<file path="config.mk">
export PLATFORM = sky130hd
export DESIGN_NAME = i2c_write_scheduler
export DESIGN_NICKNAME = d
export VERILOG_FILES = /design/src/rtl/i2c_write_scheduler.sv
export SDC_FILE = /design/constraint.sdc
export NUM_CORES = 1
export LEC_CHECK = 0
export CAP_MARGIN = 40
export CORE_MARGIN = 2
export CORE_UTILIZATION = 50
export DETAILED_ROUTE_END_ITERATION = 10
export PLACE_DENSITY = 0.77
export RECOVER_POWER = 25
export SETUP_SLACK_MARGIN = 0.2
export SLEW_MARGIN = 20
export SYNTH_ARGS = -nofsm -noshare
export SYNTH_HDL_FRONTEND = slang
export SYNTH_SLANG_ARGS = --single-unit
</file>
<file path="constraint.sdc">
create_clock -name controller_clk -period 2.6 [get_ports controller_clk]
set_clock_uncertainty 0.2 [all_clocks]
set_input_delay 0.39 -clock controller_clk [delete_from_list [all_inputs] [get_ports controller_clk]]
set_output_delay 0.39 -clock controller_clk [all_outputs]
set_load 0.03 [all_outputs]
</file>
<file path="src/rtl/i2c_write_scheduler.sv">
// i2c_write_scheduler
//   Sequencer in front of the register-write frame engine for the PWM board.
//   After reset it replays INIT_TABLE, sending one frame per entry. After that
//   it grants single runtime register writes. It drives the level start/complete
//   handshake, puts idle gaps between frames and aborts frames that hang.
//
// Ports
//   controller_clk   clock, shared with the frame engine
//   i_rst_n          asynchronous active-low reset
//   i_retrigger      level; in IDLE, replays the init table from entry 0
//   i_req            runtime write request, held by the requester until ack
//   i_req_addr/data  runtime register address / data
//   o_req_ack        one-cycle pulse when the request is captured
//   o_register_addr  frame engine register address
//   o_data           frame engine data
//   o_start          frame engine start (level)
//   i_complete       frame engine complete (level)
//   o_busy           high in every state except IDLE
//   o_init_done      set when the last init entry finishes, cleared on retrigger
//   o_error          sticky; set by any handshake timeout
//   o_idx            current init-table index
//
// state   | meaning
// --------+-----------------------------------------------------------
// LOAD    | addr/data stable; raise start on the next edge
// ISSUE   | start high; wait for complete (or time out)
// RELEASE | start low; wait for complete to drop (or time out)
// GAP     | idle inter-frame count-down, then next entry / IDLE
// IDLE    | waiting for retrigger or a runtime request

module i2c_write_scheduler #(
  parameter int unsigned            INIT_LEN       = 4,
  parameter logic [16*INIT_LEN-1:0] INIT_TABLE     = 64'h0104_0020_FE79_0010,
  parameter int unsigned            GAP_CYCLES     = 2,
  parameter int unsigned            TIMEOUT_CYCLES = 63
) (
  input  logic       controller_clk,
  input  logic       i_rst_n,
  input  logic       i_retrigger,
  input  logic       i_req,
  input  logic [7:0] i_req_addr,
  input  logic [7:0] i_req_data,
  output logic       o_req_ack,
  output logic [7:0] o_register_addr,
  output logic [7:0] o_data,
  output logic       o_start,
  input  logic       i_complete,
  output logic       o_busy,
  output logic       o_init_done,
  output logic       o_error,
  output logic [3:0] o_idx
);

  typedef enum logic [2:0] {
    S_LOAD    = 3'd0,
    S_ISSUE   = 3'd1,
    S_RELEASE = 3'd2,
    S_GAP     = 3'd3,
    S_IDLE    = 3'd4
  } state_t;

  localparam logic [3:0]  LAST_IDX = 4'(INIT_LEN - 1);
  localparam logic [7:0]  TMO_LAST = 8'(TIMEOUT_CYCLES - 1);
  localparam logic [7:0]  GAP_LD   = 8'(GAP_CYCLES);
  localparam logic [15:0] ENTRY0   = INIT_TABLE[15:0];

  // Fixed 16-deep view of the table so a 4-bit index never runs off the end.
  logic [15:0] table_w [16];
  for (genvar k = 0; k < 16; k++) begin : g_tbl
    if (k < INIT_LEN) begin : g_used
      assign table_w[k] = INIT_TABLE[16*k +: 16];
    end else begin : g_pad
      assign table_w[k] = 16'h0000;
    end
  end

  state_t     state_q, state_d;
  logic [3:0] idx_q, idx_d;
  logic [7:0] addr_q, addr_d;
  logic [7:0] data_q, data_d;
  logic       start_q, start_d;
  logic       ack_q, ack_d;
  logic       done_q, done_d;
  logic       err_q, err_d;
  logic       init_mode_q, init_mode_d;
  logic [7:0] tmr_q, tmr_d;
  logic [7:0] gap_q, gap_d;
  logic [3:0] idx_nxt;

  assign idx_nxt = idx_q + 4'd1;

  always_ff @(posedge controller_clk or negedge i_rst_n) begin
    if (!i_rst_n) begin
      state_q     <= S_LOAD;
      idx_q       <= 4'd0;
      addr_q      <= ENTRY0[15:8];
      data_q      <= ENTRY0[7:0];
      start_q     <= 1'b0;
      ack_q       <= 1'b0;
      done_q      <= 1'b0;
      err_q       <= 1'b0;
      init_mode_q <= 1'b1;
      tmr_q       <= 8'd0;
      gap_q       <= 8'd0;
    end else begin
      state_q     <= state_d;
      idx_q       <= idx_d;
      addr_q      <= addr_d;
      data_q      <= data_d;
      start_q     <= start_d;
      ack_q       <= ack_d;
      done_q      <= done_d;
      err_q       <= err_d;
      init_mode_q <= init_mode_d;
      tmr_q       <= tmr_d;
      gap_q       <= gap_d;
    end
  end

  always_comb begin
    state_d     = state_q;
    idx_d       = idx_q;
    addr_d      = addr_q;
    data_d      = data_q;
    start_d     = start_q;
    ack_d       = 1'b0;
    done_d      = done_q;
    err_d       = err_q;
    init_mode_d = init_mode_q;
    tmr_d       = tmr_q;
    gap_d       = gap_q;

    unique case (state_q)
      S_LOAD: begin
        start_d = 1'b1;
        tmr_d   = 8'd0;
        state_d = S_ISSUE;
      end

      S_ISSUE: begin
        if (i_complete) begin
          start_d = 1'b0;
          tmr_d   = 8'd0;
          state_d = S_RELEASE;
        end else if (tmr_q == TMO_LAST) begin
          // Dropping start lets the engine fall back to its wait state.
          err_d   = 1'b1;
          start_d = 1'b0;
          gap_d   = GAP_LD;
          state_d = S_GAP;
        end else begin
          tmr_d = tmr_q + 8'd1;
        end
      end

      S_RELEASE: begin
        if (!i_complete) begin
          gap_d   = GAP_LD;
          state_d = S_GAP;
        end else if (tmr_q == TMO_LAST) begin
          err_d   = 1'b1;
          gap_d   = GAP_LD;
          state_d = S_GAP;
        end else begin
          tmr_d = tmr_q + 8'd1;
        end
      end

      S_GAP: begin
        if (gap_q != 8'd0) begin
          gap_d = gap_q - 8'd1;
        end else if (init_mode_q) begin
          if (idx_q == LAST_IDX) begin
            done_d  = 1'b1;
            state_d = S_IDLE;
          end else begin
            idx_d   = idx_nxt;
            addr_d  = table_w[idx_nxt][15:8];
            data_d  = table_w[idx_nxt][7:0];
            state_d = S_LOAD;
          end
        end else begin
          state_d = S_IDLE;
        end
      end

      S_IDLE: begin
        start_d = 1'b0;
        if (i_retrigger) begin
          idx_d       = 4'd0;
          done_d      = 1'b0;
          err_d       = 1'b0;
          addr_d      = ENTRY0[15:8];
          data_d      = ENTRY0[7:0];
          init_mode_d = 1'b1;
          state_d     = S_LOAD;
        end else if (i_req) begin
          addr_d      = i_req_addr;
          data_d      = i_req_data;
          ack_d       = 1'b1;
          init_mode_d = 1'b0;
          state_d     = S_LOAD;
        end
      end

      default: begin
        start_d = 1'b0;
        state_d = S_IDLE;
      end
    endcase
  end

  assign o_req_ack       = ack_q;
  assign o_register_addr = addr_q;
  assign o_data          = data_q;
  assign o_start         = start_q;
  assign o_busy          = (state_q != S_IDLE);
  assign o_init_done     = done_q;
  assign o_error         = err_q;
  assign o_idx           = idx_q;

endmodule

</file>
==> results of run 1 <==
[timing repair]
item                                    4_1_cts  5_1_grt
endpoints found under the setup margin        0       21
endpoints found under the hold margin        13        0
resized for setup                             0        6
hold buffers                                  1        0
buffers inserted                              0        3
[where the power goes]
group	switching, uW	total (uW)	internal, uW	leakage (uW)
sequential	228	1180	948	0.000542
combinational	1090	1920	823	0.000760
clock	237	551	314	0.0000614
total	1560	3640	2090	0.00136
[logic make-up (layout without fill, tap and decap cells)]
logic type	Yosys count	after routing	share of synthesized area
xor+xnor	1	1	0.00353
simple gates	87	87	0.187
compound gates	101	101	0.273
fa+ha+maj	6	6	0.0303
buf+inv	31	93	0.0525
mux	2	2	0.00807
flops	44	44	0.445
[area by class of cell]
| type | count | area [um2] | share of cell area |
|---|---|---|---|
| Timing Repair Buffer | 71 | 684 | 0.207 |
| Multi-Input combinational cell | 197 | 1260 | 0.382 |
| Sequential cell | 44 | 1100 | 0.333 |
| Tap cell | 67 | 83.8 | 0.0253 |
| Clock inverter | 2 | 38.8 | 0.0117 |
| Inverter | 14 | 52.6 | 0.0159 |
| Clock buffer | 6 | 82.6 | 0.0250 |
[sequential cells by signal, summed over array words and instances, names as in the netlist]
signal           flops
gap_q                8
o_data               8
o_register_addr      8
tmr_q                8
o_idx                4
state_q              3
init_mode_q          1
o_error              1
o_init_done          1
o_req_ack            1
o_start              1
[through the flow]
stage	hold slack, ps	worst slack [ps]	cells	utilization	total power, uW
4_1_cts	296	202	397	0.680	3620
3_3_place_gp	117	207	388	0.652	3020
6_report	289	313	401	0.696	3640
2_1_floorplan	-106	284	272	-	2360
3_5_place_dp	114	177	388	0.652	3070
5_1_grt	327	179	401	0.696	3900
[worst max-delay path, delay by kind of cell, from the launching register on]
kind | cells | cell delay [ps]
AO/OA/AOI/OAI | 2 | 240
adder cells (fa/ha/maj) | 1 | 140
buffers and inverters | 3 | 400
flip-flops | 1 | 400
AND/OR/NAND/NOR | 2 | 780
[synthesized netlist by cell type, types with 2 or more instances]
cell type / number
a211oi_1: 16
a21o_1: 5
a21oi_1: 19
a221oi_1: 3
a22o_1: 4
a311oi_1: 2
a31oi_1: 17
a41oi_1: 3
and2_1: 3
and3_1: 3
and4_1: 3
buf_2: 2
clkbuf_1: 13
dfrtp_1: 42
dfstp_2: 2
ha_1: 6
inv_1: 13
mux2i_1: 2
nand2_1: 31
nand2b_1: 3
nand3_1: 9
nand3b_1: 3
nor2_1: 15
nor3_1: 5
nor3b_1: 2
o211ai_1: 6
o21a_1: 2
o21ai_0: 15
o31ai_1: 2
or3_1: 3
[worst max-delay path by stage]
stage	to	slack, ps	cells after the start
finish	o_register_addr[5]$_DFFE_PN0P_	310	8
global route	o_register_addr[5]$_DFFE_PN0P_	180	8
CTS	o_register_addr[5]$_DFFE_PN0P_	200	8
detailed placement	gap_q[2]$_DFFE_PN0P_	180	6
global placement	gap_q[2]$_DFFE_PN0P_	210	6
floorplan	o_idx[3]$_DFFE_PN0P_	280	7
[routing by layer]
metal / vias to the layer above / global-route usage / routed length [um] / part of all wire
li1: 1140 / - / - / -
met1: 1109 / 0.298 / 2790 / 0.46
met2: 67 / 0.382 / 2950 / 0.48
met3: 12 / 0.0447 / 301 / 0.049
met4: 0 / 0.0536 / 62 / 0.010
met5: - / 0 / 0 / 0
==> impl_metrics.toml, run 1 <==
[yosys]
synth_edf_count = 0
yosys.area.top_type = "dfrtp_1"
synth_nets = 299
avgSynthCellArea_um2 = 9.12
synthTopCellsByArea = "dfrtp_1, a211oi_1, nand2_1"
netlist.area_leader.share = 0.424
seq_area_frac_synth = 0.445
ys_seq_elements = 44
netlist_instances = 272
synth-warning-count = 0
ys.flop_type = "dfrtp_1"
synth_cell_type_count = 48
syn_area_um2 = 2480
async_flop_share = 1.00

[global_routing]
grt_max_degree = 24
grt-ovfl-total = 0
grt_first_pass_wirelength_um = 9820
grt_usage = 0.225
antenna_found_initial = 0
first_global_vias = 2158

[drt]
wl_per_cell_um = 15.2
via_per_inst = 5.81
drt_wl_total_um = 6100
vias = 2328
drc = 0
firstDrtPassIters = 4
antenna_left = 0
drtIter0Drc = 169

[critical_path]
worstPathCellList = "inv_1, ha_4, or4b_4, nor4b_4, buf_12, a21o_1, buf_6, a31oi_1"
cp_slowest_stage_delay_ps = 480
crit_path_start_kind = "flip-flop"
path_class = "reg -> reg"
required_ps = 2570
r2r_setup_slack_ps = 310
slowest_stage = "or4b_4"
worstReg2RegEnd = "o_register_addr[5]$_DFFE_PN0P_"
critPathCaptureType = "flip-flop"
r2r_cells = 8
reg2reg_from = "gap_q[1]$_DFFE_PN0P_"
critPathArrivalTime_ps = 2260
cp_max_fo = 10
crit_start = "gap_q[1]$_DFFE_PN0P_"

[timing]
maxSlewHeadroom = 0.475
rsz0062_at_grt = "no"
slew_viol_final = 0
setup-violations-final = 0
fmax_mhz = 437
min_period_ps = 2290
hold_viol = 0
worst_pin_slew_ps = 787
fin_setup_tns_ps = 0
fin_crit_sh = 0.879

[cts]
clockRootBuffer = "clkbuf_8"
insertion_delay_ps = 300
clock_path_buffers = 2
clock_sinks = 44
clk_pin_slew_worst_paths_ps = 80
cts-htree-levels = 2
cts_tree = "yes"
numCtsBuffers = 5

[power_and_ir_drop]
p_leak_uw = 0.00136
powerDensity_nw_per_um2 = 1100
max-vdd-ir-drop_v = 0.000700

[floorplanning]
row_count = 25
core_area_um2 = 4750
die_w_um = 74.4
start_util = 0.522
num_io_pins = 46
die-area_um2 = 5540
dieHeight_um = 74.4

[placement]
dp_hpwl_um = 4350
place.gp.congestion = 0.863
place_area_um2 = 3100
io_buffers = 45

[finish]
final_common_cell = "clkdlybuf4s50_1"
fill_cells = 386
mostFrequentLayoutCells = "clkdlybuf4s50_1, dfrtp_1, nand2_1"
drive_gt1_frac = 0.129
fin_nets = 360
design_area_um2 = 3310
synthToLayoutAreaGrowth_pct = 33.5
num_antenna_cells = 0

[hold_path]
hold_depth = 2
hold_start = "init_mode_q$_DFFE_PN1P_"
hold_end = "init_mode_q$_DFFE_PN1P_"
min_path_type = "reg -> reg"

[flow_run]
drv_cap = 0

[status]
outcome = "completed"
No activity file was read; power rests on OpenSTA's default activity.
==> run 2, diff against run 1 <==
--- a/config.mk
+++ b/config.mk
@@ -7,9 +7,9 @@
 export LEC_CHECK = 0
 export CAP_MARGIN = 40
 export CORE_MARGIN = 2
-export CORE_UTILIZATION = 50
+export CORE_UTILIZATION = 52
 export DETAILED_ROUTE_END_ITERATION = 10
-export PLACE_DENSITY = 0.77
+export PLACE_DENSITY = 0.8
 export RECOVER_POWER = 25
 export SETUP_SLACK_MARGIN = 0.2
 export SLEW_MARGIN = 20
==> impl_metrics.toml, run 2 (synthesis results as in run 1) <==
[status]
outcome = "completed"

[power_and_ir_drop]
powerDensity_nw_per_um2 = 1100
max-vdd-ir-drop_v = 0.000635
p_leak_uw = 0.00136

[drt]
firstDrtPassIters = 5
drt_wl_total_um = 6320
via_per_inst = 6.24
antenna_left = 0
drc = 0
drtIter0Drc = 217
wl_per_cell_um = 16.3
vias = 2416

[critical_path]
cp_max_fo = 11
required_ps = 2620
critPathCaptureType = "flip-flop"
slowest_stage = "or4b_4"
path_class = "reg -> reg"
cp_slowest_stage_delay_ps = 490
r2r_setup_slack_ps = 250
path_delay_family = "simple AND/OR/NAND/NOR gates"
crit_path_start_kind = "flip-flop"
worst-path-buf-inv = 4
critPathArrivalTime_ps = 2370
worstPathCellList = "inv_2, ha_4, or4b_4, nor4b_4, buf_4, buf_4, clkbuf_16, a211oi_1, a31oi_1"
cpMostUsedCell = "buf_4"

[cts]
clockRootBuffer = "clkbuf_8"
numCtsBuffers = 5
clock_sinks = 44
cts-htree-levels = 2
cts_tree = "yes"
insertion_delay_ps = 300
clk_pin_slew_worst_paths_ps = 100
clock_path_buffers = 2

[floorplanning]
dieHeight_um = 73.1
die_w_um = 73.1
die-area_um2 = 5340
num_io_pins = 46
core_area_um2 = 4660
row_count = 25
start_util = 0.532

[timing]
fin_setup_tns_ps = 0
hold_ws_ps = 293
rsz0062_at_grt = "no"
fin_crit_sh = 0.904
maxSlewHeadroom = 0.525
slew_viol_final = 0
worst_slack_ps = 250
hold_viol = 0
worst_pin_slew_ps = 707
setup-violations-final = 0
fmax_mhz = 425
min_period_ps = 2350

[hold_path]
min_path_type = "reg -> reg"

[finish]
final_common_cell = "clkdlybuf4s50_1"
multi_input_area_um2 = 1260
fill_cells = 359
instances_no_fill = 387
num_antenna_cells = 0
synthToLayoutAreaGrowth_pct = 32.8
seqCellArea_um2 = 1100
fin_nets = 359
drive_gt1_frac = 0.135
mostFrequentLayoutCells = "clkdlybuf4s50_1, dfrtp_1, nand2_1"

[placement]
dp_hpwl_um = 4190
dp_cells = 371
io_buffers = 45
place.gp.congestion = 0.835
place_ws_ps = 198

[global_routing]
grt_max_degree = 30
first_global_vias = 2119
grt_first_pass_wirelength_um = 9870
antenna_found_initial = 0
grt-ovfl-total = 0
grt_usage = 0.234

[flow_run]
drv_cap = 0
==> run 2: area by class of cell <==
cell class                      instances  share of cell area
Clock inverter                          3              0.0144
Tap cell                               54              0.0205
Sequential cell                        44               0.335
Multi-Input combinational cell        197               0.382
Clock buffer                            5              0.0209
Timing Repair Buffer                   70               0.211
Inverter                               14              0.0160
==> run 2: stage by stage <==
stage | utilization | area [um2] | total power, uW
3_3_place_gp | 0.658 | 3070 | 2990
2_1_floorplan | - | 2480 | 2360
6_report | 0.707 | 3290 | 3630
3_5_place_dp | 0.658 | 3070 | 3040
4_1_cts | 0.685 | 3190 | 3590
5_1_grt | 0.707 | 3290 | 3870
==> run 2: worst min-delay path: cells and delay by family (launching register included) <==
family	cells	cell delay, ps
flops	1	400
simple gates	2	100
==> run 2: power breakdown <==
part           switching [uW]  total, uW  internal (uW)
clock                     254        544            290
sequential                261       1210            948
combinational            1070       1880            809
==> run 2: per-layer routing <==
metal | global-route usage | wire (um) | share of wire | up-vias
met4 | 0.0597 | 71 | 0.011 | 0
met5 | 0 | 0 | 0 | -
met3 | 0.0456 | 298 | 0.047 | 9
met1 | 0.325 | 2860 | 0.45 | 1187
li1 | - | - | - | 1136
met2 | 0.375 | 3080 | 0.49 | 84
==> run 2: what timing repair did <==
item,in CTS,in global routing
buffers inserted,0,5
setup endpoints to repair,2,17
hold buffers,1,0
hold endpoints to repair,25,0
resized for setup,2,5
pin swaps,0,1
cloned,0,2
==> run 2: path summary, 6_finish.rpt <==
check,end,startpoint,depth (start not counted)
setup / recovery,o_data[2]$_DFFE_PN0P_,gap_q[0]$_DFFE_PN0P_,9
hold / removal,init_mode_q$_DFFE_PN1P_,init_mode_q$_DFFE_PN1P_,2
setup reg to reg,o_data[2]$_DFFE_PN0P_,gap_q[0]$_DFFE_PN0P_,9
hold reg to reg,init_mode_q$_DFFE_PN1P_,init_mode_q$_DFFE_PN1P_,2
max in group asynchronous,o_start$_DFFE_PN0P_,i_rst_n,3
min in group asynchronous,o_idx[1]$_DFFE_PN0P_,i_rst_n,2
